$ cat src/rtl/mem_req_initiator.sv
// mem_req_initiator: takes one load/store/pass-through op from the execute
// stage and runs a req/gnt + rvalid handshake to a data memory.
// It returns the writeback value with a one-cycle result_vld pulse.
// A watchdog aborts any memory wait that runs past TIMEOUT.
//
// Handshake semantics:
//   Execute side: an op is taken on a rising edge only when the block is IDLE
//   and op_valid=1. stall is the back-pressure signal, and it is high while
//   busy or while a load/store is being presented. Inputs seen while busy are
//   ignored.
//   Memory request: mem_req is the valid signal and mem_gnt is the ready signal.
//   The request transfers on a rising edge when both are high. mem_we,
//   mem_addr and mem_wdata are held stable while mem_req=1.
//   Memory response: mem_rvalid is a one-cycle qualifier for mem_rdata. It is
//   used only after the read has been granted, or in the same cycle as the
//   grant. At any other time it is dropped.
module mem_req_initiator #(
  parameter int DW      = 16,
  parameter int AW      = 16,
  parameter int TIMEOUT = 15
) (
  input  logic          clk,
  input  logic          rst_n,
  input  logic          op_valid,
  input  logic [DW-1:0] alu_in,
  input  logic [DW-1:0] wd,
  input  logic          we,
  input  logic          mr,
  output logic          stall,
  output logic [DW-1:0] result,
  output logic          result_vld,
  output logic          err,
  output logic          mem_req,
  output logic          mem_we,
  output logic [AW-1:0] mem_addr,
  output logic [DW-1:0] mem_wdata,
  input  logic          mem_gnt,
  input  logic          mem_rvalid,
  input  logic [DW-1:0] mem_rdata,
  output logic [1:0]    dbg_state
);

  localparam int TW = 8;

  typedef enum logic [1:0] {
    S_IDLE = 2'd0,
    S_REQ  = 2'd1,
    S_WAIT = 2'd2
  } state_t;

  state_t          r_state;
  state_t          w_state_nxt;
  logic [TW-1:0]   r_timer;
  logic [TW-1:0]   w_timer_nxt;
  logic            r_mem_req;
  logic            w_mem_req_nxt;
  logic            r_mem_we;
  logic            w_mem_we_nxt;
  logic [AW-1:0]   r_mem_addr;
  logic [AW-1:0]   w_mem_addr_nxt;
  logic [DW-1:0]   r_mem_wdata;
  logic [DW-1:0]   w_mem_wdata_nxt;
  logic [DW-1:0]   r_result;
  logic [DW-1:0]   w_result_nxt;
  logic            r_result_vld;
  logic            w_result_vld_nxt;
  logic            r_err;
  logic            w_err_nxt;
  logic            w_expired;
  logic            w_mem_op;

  // The watchdog fires on the busy cycle where the timer has reached TIMEOUT.
  assign w_expired = (r_timer == TW'(TIMEOUT));
  assign w_mem_op  = op_valid & (we | mr);

  // State register
  always_ff @(posedge clk or negedge rst_n) begin
    if (!rst_n) begin
      r_state <= S_IDLE;
    end else begin
      r_state <= w_state_nxt;
    end
  end

  // Next state and next register values.
  // Completions are tested before expiry, so a completion wins a tie.
  always_comb begin
    w_state_nxt      = r_state;
    w_timer_nxt      = r_timer;
    w_mem_req_nxt    = r_mem_req;
    w_mem_we_nxt     = r_mem_we;
    w_mem_addr_nxt   = r_mem_addr;
    w_mem_wdata_nxt  = r_mem_wdata;
    w_result_nxt     = r_result;
    w_result_vld_nxt = 1'b0;
    w_err_nxt        = 1'b0;
    case (r_state)
      S_IDLE: begin
        if (op_valid) begin
          if (we | mr) begin
            // A store has priority when both we and mr are set.
            w_mem_addr_nxt  = alu_in[AW-1:0];
            w_mem_wdata_nxt = wd;
            w_mem_we_nxt    = we;
            w_mem_req_nxt   = 1'b1;
            w_timer_nxt     = '0;
            w_state_nxt     = S_REQ;
          end else begin
            w_result_nxt     = alu_in;
            w_result_vld_nxt = 1'b1;
          end
        end
      end
      S_REQ: begin
        w_timer_nxt = r_timer + 1'b1;
        if (mem_gnt && r_mem_we) begin
          w_mem_req_nxt    = 1'b0;
          w_result_nxt     = DW'(r_mem_addr);
          w_result_vld_nxt = 1'b1;
          w_state_nxt      = S_IDLE;
        end else if (mem_gnt && mem_rvalid) begin
          w_mem_req_nxt    = 1'b0;
          w_result_nxt     = mem_rdata;
          w_result_vld_nxt = 1'b1;
          w_state_nxt      = S_IDLE;
        end else if (w_expired) begin
          w_mem_req_nxt    = 1'b0;
          w_result_nxt     = {DW{1'b1}};
          w_result_vld_nxt = 1'b1;
          w_err_nxt        = 1'b1;
          w_state_nxt      = S_IDLE;
        end else if (mem_gnt) begin
          w_mem_req_nxt = 1'b0;
          w_state_nxt   = S_WAIT;
        end
      end
      S_WAIT: begin
        w_timer_nxt = r_timer + 1'b1;
        if (mem_rvalid) begin
          w_result_nxt     = mem_rdata;
          w_result_vld_nxt = 1'b1;
          w_state_nxt      = S_IDLE;
        end else if (w_expired) begin
          w_result_nxt     = {DW{1'b1}};
          w_result_vld_nxt = 1'b1;
          w_err_nxt        = 1'b1;
          w_state_nxt      = S_IDLE;
        end
      end
      default: begin
        w_mem_req_nxt = 1'b0;
        w_state_nxt   = S_IDLE;
      end
    endcase
  end

  // Datapath and handshake registers
  always_ff @(posedge clk or negedge rst_n) begin
    if (!rst_n) begin
      r_timer      <= '0;
      r_mem_req    <= 1'b0;
      r_mem_we     <= 1'b0;
      r_mem_addr   <= '0;
      r_mem_wdata  <= '0;
      r_result     <= '0;
      r_result_vld <= 1'b0;
      r_err        <= 1'b0;
    end else begin
      r_timer      <= w_timer_nxt;
      r_mem_req    <= w_mem_req_nxt;
      r_mem_we     <= w_mem_we_nxt;
      r_mem_addr   <= w_mem_addr_nxt;
      r_mem_wdata  <= w_mem_wdata_nxt;
      r_result     <= w_result_nxt;
      r_result_vld <= w_result_vld_nxt;
      r_err        <= w_err_nxt;
    end
  end

  assign stall      = (r_state != S_IDLE) | w_mem_op;
  assign result     = r_result;
  assign result_vld = r_result_vld;
  assign err        = r_err;
  assign mem_req    = r_mem_req;
  assign mem_we     = r_mem_we;
  assign mem_addr   = r_mem_addr;
  assign mem_wdata  = r_mem_wdata;
  assign dbg_state  = r_state;

endmodule

$ cat config.mk
export PLATFORM = sky130hd
export DESIGN_NAME = mem_req_initiator
export DESIGN_NICKNAME = d
export VERILOG_FILES = /design/src/rtl/mem_req_initiator.sv
export SDC_FILE = /design/constraint.sdc
export NUM_CORES = 1
export LEC_CHECK = 0
export ABC_AREA = 0
export BUFFER_PORTS_ARGS = -buffer_cell sky130_fd_sc_hd__buf_2
export CORE_MARGIN = 2
export CORE_UTILIZATION = 30
export DETAILED_ROUTE_END_ITERATION = 10
export PLACE_DENSITY = 0.58
export SLEW_MARGIN = 20
export SYNTH_ARGS = -nofsm -noshare
export SYNTH_HDL_FRONTEND = slang
export SYNTH_SLANG_ARGS = --single-unit
export TNS_END_PERCENT = 1
$ cat constraint.sdc
create_clock -name clk -period 2.73 [get_ports clk]
set_clock_uncertainty 0.15 [all_clocks]
set_input_delay 0 -clock clk [delete_from_list [all_inputs] [get_ports clk]]
set_output_delay 0 -clock clk [all_outputs]
set_load 0.03 [all_outputs]
==> metrics.cfg, run 1 <==
[sta]
setup_viol = 0
final-max-slew-violation-count = 0
tightest_slew_ps = 762
period_needed_ps = 2270
maxSlewHeadroom_pct = 49.2
hold_violations = 0
max_freq_mhz = 440
rsz0062_at_grt = no
finalSetupTns_ps = 0
fin_crit_sh_pct = 83.3

[grt]
grt_start_max_net_pins = 48
grt_use_met3_pct = 4.76
gr-total-overflow = 0
grt_pass1_wl_um = 16100
grt_antenna_before_repair = 1
grt_use_met1_pct = 20.5
grtUsageMet2_pct = 27.2
busiest_layer = met2
grt_usage_pct = 16.5
grt_pass1_vias = 3221

[synthesis]
ys_ff_latch = 62
async_reset_ff_share_pct = 100
netlist_instances = 315
synth_nets = 375
synth_cell_types = 45
post_synth.cell_area_avg_um2 = 10.9
synth_seq_area_share_pct = 45.3
synthFlopType = dfrtp_1
yosys.area.top_type = dfrtp_1
netlist_area_um2 = 3420
synth_top_area_share_pct = 45.3
synth-edff-count = 0
yosys_warnings = 0
synth.top_cells.by_area = dfrtp_1 (45%), mux2_2 (7.9%), a22o_1 (3.8%)

[detailed_routing]
wl_per_cell_um = 15.9
dr.pass1.iters = 4
via_count = 3129
via_per_inst = 5.06
drc = 0
drt_iter0_markers = 141
wl_um = 9820
ant_nets = 0

[placed_design]
port_buffers = 109
routabilityCongestion = 0.765
dp_hpwl_um = 6710

[floorplanning]
placementRows = 39
die-area_um2 = 12300
die_y_um = 111
pin_count = 110
core_region_area_um2 = 11300
die_x_um = 111
start_util_pct = 30.4

[pwr]
p_per_area_nw_per_um2 = 1230
p_leak_nw = 2.29
ir_worst_vdd_mv = 0.481

[cells_and_area]
postLayoutCoreUtil_pct = 43.6
synthToLayoutAreaGrowth_pct = 43.6
multi_input_area_um2 = 1690
drive_above_1_share_pct = 37.1
regArea_um2 = 1550
nFillCells = 1087
nets = 530
diodes = 0
final_common_cell = buf_2
mostFrequentLayoutCells = buf_2 (109), dfrtp_1 (62), dlygate4sd3_1 (51)

[critical_path]
r2r_cells = 7
cp-start-kind = register
crit_fanout = 15
cp-end-kind = register
crit_arrival_ps = 2400
critPathKind = reg2reg
required_ps = 2860

[clock_network]
cts_made_buffers = 9
htree_levels = 3
clk_latency_ps = 340
clk_path_buf_depth = 2
clock-sinks = 62
cts.root.buffer_cell = clkbuf_16
clkTransAtPathRegs_ps = 60
cts_tree = built
cts_resized = 0

[hold_path]
hp-class = in2reg
hold_depth = 3

[run_status]
outcome = complete, no violations

[run]
maxCapViolCount = 0

## area by class of cell
class,count,share of cell area (%)
multi-input cells,219,34.5
flip-flops and latches,62,31.6
repair buffers,172,23.3
clock buffers,12,5.42
well taps,143,3.64
clock inverters,4,1.09
inverters,6,0.458
## critical path, cell delays in order, from the launching register on
cell,delay [ps]
dfrtp_1,400
inv_1,110
ha_1,200
buf_4,190
and4b_1,700
a211oi_1,180
o211ai_1,130
a22o_1,150
## synthesized netlist by cell type (4+ instances only)
cell and number:
a211oi_1 7, a211oi_2 10, a21oi_1 4, a22o_1 15
and3_1 18, and4_1 15, buf_2 9, buf_6 5
clkbuf_1 14, dfrtp_1 62, ha_1 5, inv_1 5
mux2_1 9, mux2_2 24, nand2_1 15, nand3b_1 4
nor2_1 35, o211ai_1 17, o21ai_0 5, o221ai_1 4
## routing by layer
metal  up-vias  wire length, um
met3        17              565
met5         -               11
met4         2              168
met1      1514             4340
met2        92             4740
li1       1504                -
## what timing repair did
item | in CTS | in global routing
endpoints found under the hold margin | 111 | 0
buffers inserted | 0 | 0
hold buffers | 51 | 0
## metrics by stage
step	total power, mW	setup slack, ps	std cells	hold slack (ps)	cell area (um2)
floorplan	3.94	529	315	-446	3420
global placement	4.78	500	551	-350	4080
detailed placement	4.83	406	551	-350	4080
CTS	6.13	400	618	12.2	4910
global route	6.47	219	618	7.42	4910
finish	6.06	456	618	9.43	4910
## logic make-up (layout without fill, tap and decap cells)
kind of cell / Yosys count / count (layout) / share of synthesized area (%)
simple gates: 102 / 102 / 16.5
compound gates: 79 / 79 / 20.3
flops: 62 / 62 / 45.3
buf+inv: 34 / 194 / 5.16
mux: 33 / 33 / 10.9
fa+ha+maj: 5 / 5 / 1.83
## flip-flops by register name, summed over array words and instances (netlist names)
register	cells
mem_addr	16
result	16
mem_we	1
r_timer	8
result_vld	1
dbg_state	2
mem_wdata	16
mem_req	1
err	1
## final timing paths
check                        startpoint  slack, ps            to
hold / removal                 op_valid          9    result_vld
max in group asynchronous         rst_n       1950  mem_wdata[0]
hold reg to reg            mem_wdata[6]        340  mem_wdata[6]
min in group asynchronous         rst_n         90    r_timer[4]
setup reg to reg           dbg_state[1]        460     result[4]
setup / recovery           dbg_state[1]        460     result[4]
## where the power goes
group          total [mW]  internal (mW)  switching (mW)
Sequential           1.65           1.35           0.294
Clock                1.20          0.782           0.421
Combinational        3.21           1.20            2.01
Power figures use the tool's default switching activity.
==> inputs of run 2 (changes only) <==
--- a/config.mk
+++ b/config.mk
@@ -5,12 +5,12 @@
 export SDC_FILE = /design/constraint.sdc
 export NUM_CORES = 1
 export LEC_CHECK = 0
-export ABC_AREA = 0
+export ABC_AREA = 1
 export BUFFER_PORTS_ARGS = -buffer_cell sky130_fd_sc_hd__buf_2
 export CORE_MARGIN = 2
 export CORE_UTILIZATION = 30
 export DETAILED_ROUTE_END_ITERATION = 10
-export PLACE_DENSITY = 0.58
+export PLACE_DENSITY = 0.6
 export SLEW_MARGIN = 20
 export SYNTH_ARGS = -nofsm -noshare
 export SYNTH_HDL_FRONTEND = slang
==> constraint.sdc (replaced) <==
create_clock -name clk -period 1.87 [get_ports clk]
set_clock_uncertainty 0.15 [all_clocks]
set_input_delay 0 -clock clk [delete_from_list [all_inputs] [get_ports clk]]
set_output_delay 0 -clock clk [all_outputs]
set_load 0.03 [all_outputs]
==> run 2 against run 1 <==
- area after synthesis shrank 0.33%
- largest cell class unchanged
- utilization increased by 2.3 points
- via count grew 12%
- critical path type unchanged
==> metrics.cfg, run 2 <==
[detailed_routing]
via_per_inst = 4.66
drt_iter0_markers = 227
ant_nets = 0
drc = 0
via_count = 3496
dr.pass1.iters = 4
wl_per_cell_um = 13.6
wl_um = 10200

[floorplanning]
start_util_pct = 31.1
die-area_um2 = 12200
core_region_area_um2 = 11000
die_y_um = 111
die_x_um = 111
pin_count = 110
placementRows = 38

[sta]
tightest_slew_ps = 805
maxSlewHeadroom_pct = 46.3
rsz0062_at_grt = no
max_freq_mhz = 569
fin_crit_sh_pct = 94.1
final-max-slew-violation-count = 0
setup_viol = 0
period_needed_ps = 1760
hold_violations = 0
finalSetupTns_ps = 0

[critical_path]
rrSetupSlack_ps = 110
critPathKind = reg2reg
crit_path_start = dbg_state[0]
r2r_start = dbg_state[0]
r2r_cells = 7
crit_fanout = 15
required_ps = 1940
cp-start-kind = register
endpoint = mem_wdata[0]
crit_arrival_ps = 1830
reg2reg_to = mem_wdata[0]
cp-end-kind = register

[clock_network]
cts.root.buffer_cell = clkbuf_16
clkTransAtPathRegs_ps = 50
clock-sinks = 62
postCtsSetupRepairBufs = 0
cts_made_buffers = 9
cts_tree = built
clk_latency_ps = 340
clk_path_buf_depth = 2
htree_levels = 3

[placed_design]
routabilityCongestion = 0.841
dp_hpwl_um = 6980
postPlaceCellArea_um2 = 4180
placed_cells = 683
port_buffers = 109

[cells_and_area]
postLayoutCoreUtil_pct = 45.9
diodes = 0
mostFrequentLayoutCells = nand2_1 (154), buf_2 (109), dfrtp_1 (60)
drive_above_1_share_pct = 29.2
synthToLayoutAreaGrowth_pct = 47.9
nets = 665
final_common_cell = nand2_1
fin_cells = 750
stdcell_area_um2 = 5040

[synthesis]
synth-edff-count = 0
synth-xor-area-share_pct = 0.514
synth-compound-area-share_pct = 10.1
netlist_instances = 435
synth.top_cells.by_area = dfrtp_1 (45%), nand2_1 (17%), mux2_2 (5.6%)
async_reset_ff_share_pct = 100
netlist_top_cells_count = nand2_1 (154), dfrtp_1 (62), inv_1 (48)
yosys.area.top_type = dfrtp_1
synth_mux_area_share_pct = 5.61
netlist_area_um2 = 3410
synthSimpleGateAreaFrac_pct = 26.9
ys_ff_latch = 62
synth_top_family_by_area = simple AND/OR/NAND/NOR gates
synth_cell_types = 28
post_synth.cell_area_avg_um2 = 7.84
synth_top_area_share_pct = 45.5
synthAdderAreaFrac_pct = 1.83
synth_nets = 495
synthFlopType = dfrtp_1
synth_seq_area_share_pct = 45.5
yosysMostFrequentCell = nand2_1
yosys_warnings = 0

[grt]
grt_use_met1_pct = 22.2
grt_start_max_net_pins = 33
grt_antenna_before_repair = 0
grt_use_met3_pct = 3.84
grtUsageMet2_pct = 28.5
grt_usage_pct = 17.3
busiest_layer = met2
grt_pass1_wl_um = 17200
gr-total-overflow = 0
grt_pass1_vias = 3636

[hold_path]
hp-class = in2reg

[pwr]
p_leak_nw = 2.70
ir_worst_vdd_mv = 0.813
p_per_area_nw_per_um2 = 1750

[run_status]
outcome = complete, no violations

[run]
maxCapViolCount = 0

run 2: cell types whose count changed after synthesis, moves of 18 or more:
| cell | change |
|---|---|
| nand2_1 | +139 |
| inv_1 | +43 |
| a21oi_1 | +28 |
| and3_1 | -18 |
| o21ai_0 | +18 |
run 2: layout make-up:
| class | instances | area (um2) |
|---|---|---|
| inverters | 50 | 188 |
| repair buffers | 178 | 1240 |
| multi-input cells | 304 | 1570 |
| flip-flops and latches | 62 | 1550 |
| clock inverters | 3 | 40.0 |
| well taps | 140 | 175 |
| clock buffers | 13 | 280 |
| fillers | 1088 | 5940 |
run 2: cell families after synthesis:
| kind of cell | after synthesis |
|---|---|
| compound gates | 62 |
| xor+xnor | 2 |
| fa+ha+maj | 5 |
| buf+inv | 70 |
| flops | 62 |
| mux | 17 |
| simple gates | 217 |
run 2: how the worst min path moves through the flow:
stage	depth (start not counted)	slack, ps	to	start
after detailed placement	1	-1	err	rst_n
final	5	60	mem_req	op_valid
after floorplan	0	-450	dbg_state[0]	rst_n
after CTS	5	50	result_vld	op_valid
after global placement	1	-10	result_vld	rst_n
after global routing	4	120	mem_addr[4]	op_valid
run 2: stage by stage:
stage | power (mW) | setup WS [ps] | hold slack (ps)
floorplan | 5.44 | 11.0 | -446
global placement | 6.78 | 114 | -12.5
detailed placement | 6.86 | 58.4 | -1.09
CTS | 8.75 | 52.6 | 54.4
global route | 9.49 | 0.169 | 120
finish | 8.84 | 111 | 63.5
run 2: critical path, stage by stage, from the launching register on:
cell and delay, ps:
dfrtp_2 390, inv_1 90, ha_4 180, inv_2 110, nor2_1 70, nand2_2 90, buf_4 200, mux2_2 350
run 2: layer usage:
metal | vias up | share of wire (%)
li1 | 1734 | -
met1 | 1625 | 45
met2 | 121 | 46
met3 | 16 | 7.0
met4 | 0 | 2.0
met5 | - | 0
run 2: repair_timing:
action                                 in CTS  in global routing
hold buffers                               50                  0
endpoints found under the hold margin      79                  0
resized for setup                           0                  8
setup endpoints to repair                   0                 36
run 2: power breakdown:
group	internal [mW]	leakage (nW)	switching [mW]
clock network	1.17	0.162	0.597
logic	1.66	1.77	3.08
registers	1.95	0.769	0.385
total	4.78	2.70	4.06
==> inputs of run 3 (changes only) <==
==> constraint.sdc (replaced) <==
create_clock -name clk -period 1.5 [get_ports clk]
set_clock_uncertainty 0.15 [all_clocks]
set_input_delay 0.15 -clock clk [delete_from_list [all_inputs] [get_ports clk]]
set_output_delay 0.15 -clock clk [all_outputs]
set_load 0.03 [all_outputs]
==> run 3 against run 2 <==
- global-route usage is 0.30 points higher
- register-to-register slack worse by 340 ps
- clock-buffer cell count is 1 higher
- critical path type unchanged
- design area is 2.9% higher
- the flow now finishes with violations (negative setup slack)
- via count is 1.4% higher
- largest cell class unchanged
- clock power is 9% higher
- sequential cell count stayed put
- die area stayed put
- combinational power is 37% higher
- non-clock buffer count is 10 higher
- critical path depth is 4 higher
- first-iteration DRC count is 18% lower
==> metrics.cfg, run 3 (synthesized netlist as in run 2, its figures left out) <==
[critical_path]
reg2reg_to = result[13]
cp-end-kind = register
rrSetupSlack_ps = -230
r2r_start = dbg_state[1]
crit_arrival_ps = 1790
r2r_cells = 11
required_ps = 1560
critPathKind = reg2reg
crit_fanout = 8
cp-start-kind = register

[detailed_routing]
drc = 0
via_count = 3545
dr_wl_met3_um = 565
dr.pass1.iters = 4
drt_iter0_markers = 187
wl_per_cell_um = 13.7
ant_nets = 0
wl_um = 10400
top_layer_used = met4
wl_met1_um = 4520
via_per_inst = 4.67
wl_met2_um = 5150

[cells_and_area]
stdcell_area_um2 = 5190
drive_above_1_share_pct = 36.2
diodes = 0
nFillCells = 1069
mostFrequentLayoutCells = nand2_1 (146), buf_2 (108), dfrtp_1 (60)
synthToLayoutAreaGrowth_pct = 52.2
nets = 675
final_common_cell = nand2_1

[placed_design]
dp_hpwl_um = 7270
port_buffers = 109
routabilityCongestion = 0.867
pre_cts_ws_ps = -207
postPlaceCellArea_um2 = 4350

[pwr]
sw_frac_of_total_pct = 46.1
p_sw_mw = 5.23
seq_power_share_pct = 25.6
p_per_area_nw_per_um2 = 2190
p_int_mw = 6.12
combPwrFrac_pct = 57.4
ir_worst_vdd_mv = 1.01
clockPowerShare_pct = 17.0
p_leak_nw = 2.77

[sta]
final-max-slew-violation-count = 0
hold_violations = 0
fin_crit_sh_pct = 115
finalSetupTns_ps = -7040
fin_ws_ps = -228
maxSlewHeadroom_pct = 69.3
rsz0062_at_grt = yes
setup_viol = 59
tightest_slew_ps = 459
period_needed_ps = 1730
max_freq_mhz = 579
holdWs_ps = 107

[floorplanning]
die_y_um = 111
start_util_pct = 31.1
die-area_um2 = 12200
core_region_area_um2 = 11000
placementRows = 38
pin_count = 110
die_x_um = 111

[run]
maxCapViolCount = 0

[grt]
gr-total-overflow = 0
grt_usage_pct = 17.6
grt_antenna_before_repair = 0
grt_pass1_vias = 3592
grt_start_max_net_pins = 63
grt_pass1_wl_um = 17300

[hold_path]
worstHoldStart = mem_rdata[11]
whs_endpoint = result[11]
hp-class = in2reg
hold_depth = 7

[run_status]
violations = negative setup slack
outcome = finished, violations left

[clock_network]
htree_levels = 3
clk_latency_ps = 320
cts_made_buffers = 9
clkTransAtPathRegs_ps = 50
cts_tree = built
clock-sinks = 62
clk_path_buf_depth = 2
cts.root.buffer_cell = clkbuf_16

## run 3: cell types whose count changed in the layout (fill, tap and decap cells not counted), sizes merged
| cell | previous run | this run |
|---|---|---|
| bufinv | 1 | 0 |
| buf | 128 | 153 |
| dlygate4sd3 | 50 | 34 |
| clkbuf | 13 | 15 |
| clkinv | 2 | 1 |
## run 3: cell type report
| class | instances | area (um2) | share of cell area [%] |
|---|---|---|---|
| sequential | 62 | 1550 | 29.9 |
| timing repair buffer | 188 | 1330 | 25.7 |
| clock buffer | 14 | 274 | 5.28 |
| inverter | 50 | 193 | 3.71 |
| clock inverter | 1 | 5.00 | 0.0964 |
| multi-input combinational | 304 | 1660 | 31.9 |
| tap | 140 | 175 | 3.38 |
## run 3: critical path, stage by stage (launching register included)
cell and delay [ps]:
dfrtp_2 400, inv_2 80, ha_4 170, inv_6 50
nor2_4 100, buf_6 110, nor2_4 30, o21ai_4 120
clkbuf_16 230, a21oi_2 30, nand2_1 80, nand2_1 50
## run 3: timing repair
item                                    CTS  global route
pin swaps                                11            17
setup buffers                             7             0
endpoints found under the setup margin   63            64
hold endpoints to repair                 95             0
gates resized for setup                  24            15
gates cloned                              1             1
hold buffers                             34             0
## run 3: worst max-delay path by stage
stage            startpoint             to  slack, ps
5_1_grt        dbg_state[1]     result[13]       -290
2_1_floorplan  dbg_state[1]     result[10]       -240
3_5_place_dp   dbg_state[0]  mem_wdata[14]       -210
6_report       dbg_state[1]     result[13]       -230
4_1_cts        dbg_state[0]          stall       -200
3_3_place_gp   dbg_state[0]  mem_wdata[14]       -140
## run 3: per-layer routing
metal / up-vias / track usage [%]
met5: - / 0
met4: 0 / 6.08
met3: 11 / 4.01
met2: 107 / 30.0
met1: 1674 / 22.0
li1: 1753 / -
## run 3: power by group through the flow
stage / clock, mW / combinational, mW / sequential, mW
detailed placement: 0 / 5.86 / 2.94
finish: 1.93 / 6.51 / 2.91
global route: 2.07 / 7.15 / 3.01
floorplan: 0 / 2.66 / 4.26
global placement: 0 / 5.75 / 2.92
CTS: 1.98 / 6.34 / 2.90
## run 3: metrics by stage
step	cells	total power [mW]	util [%]
2_1_floorplan	435	6.92	-
3_3_place_gp	701	8.67	39.6
4_1_cts	758	11.2	46.6
5_1_grt	759	12.2	47.3
6_report	759	11.3	47.3
3_5_place_dp	701	8.80	39.6
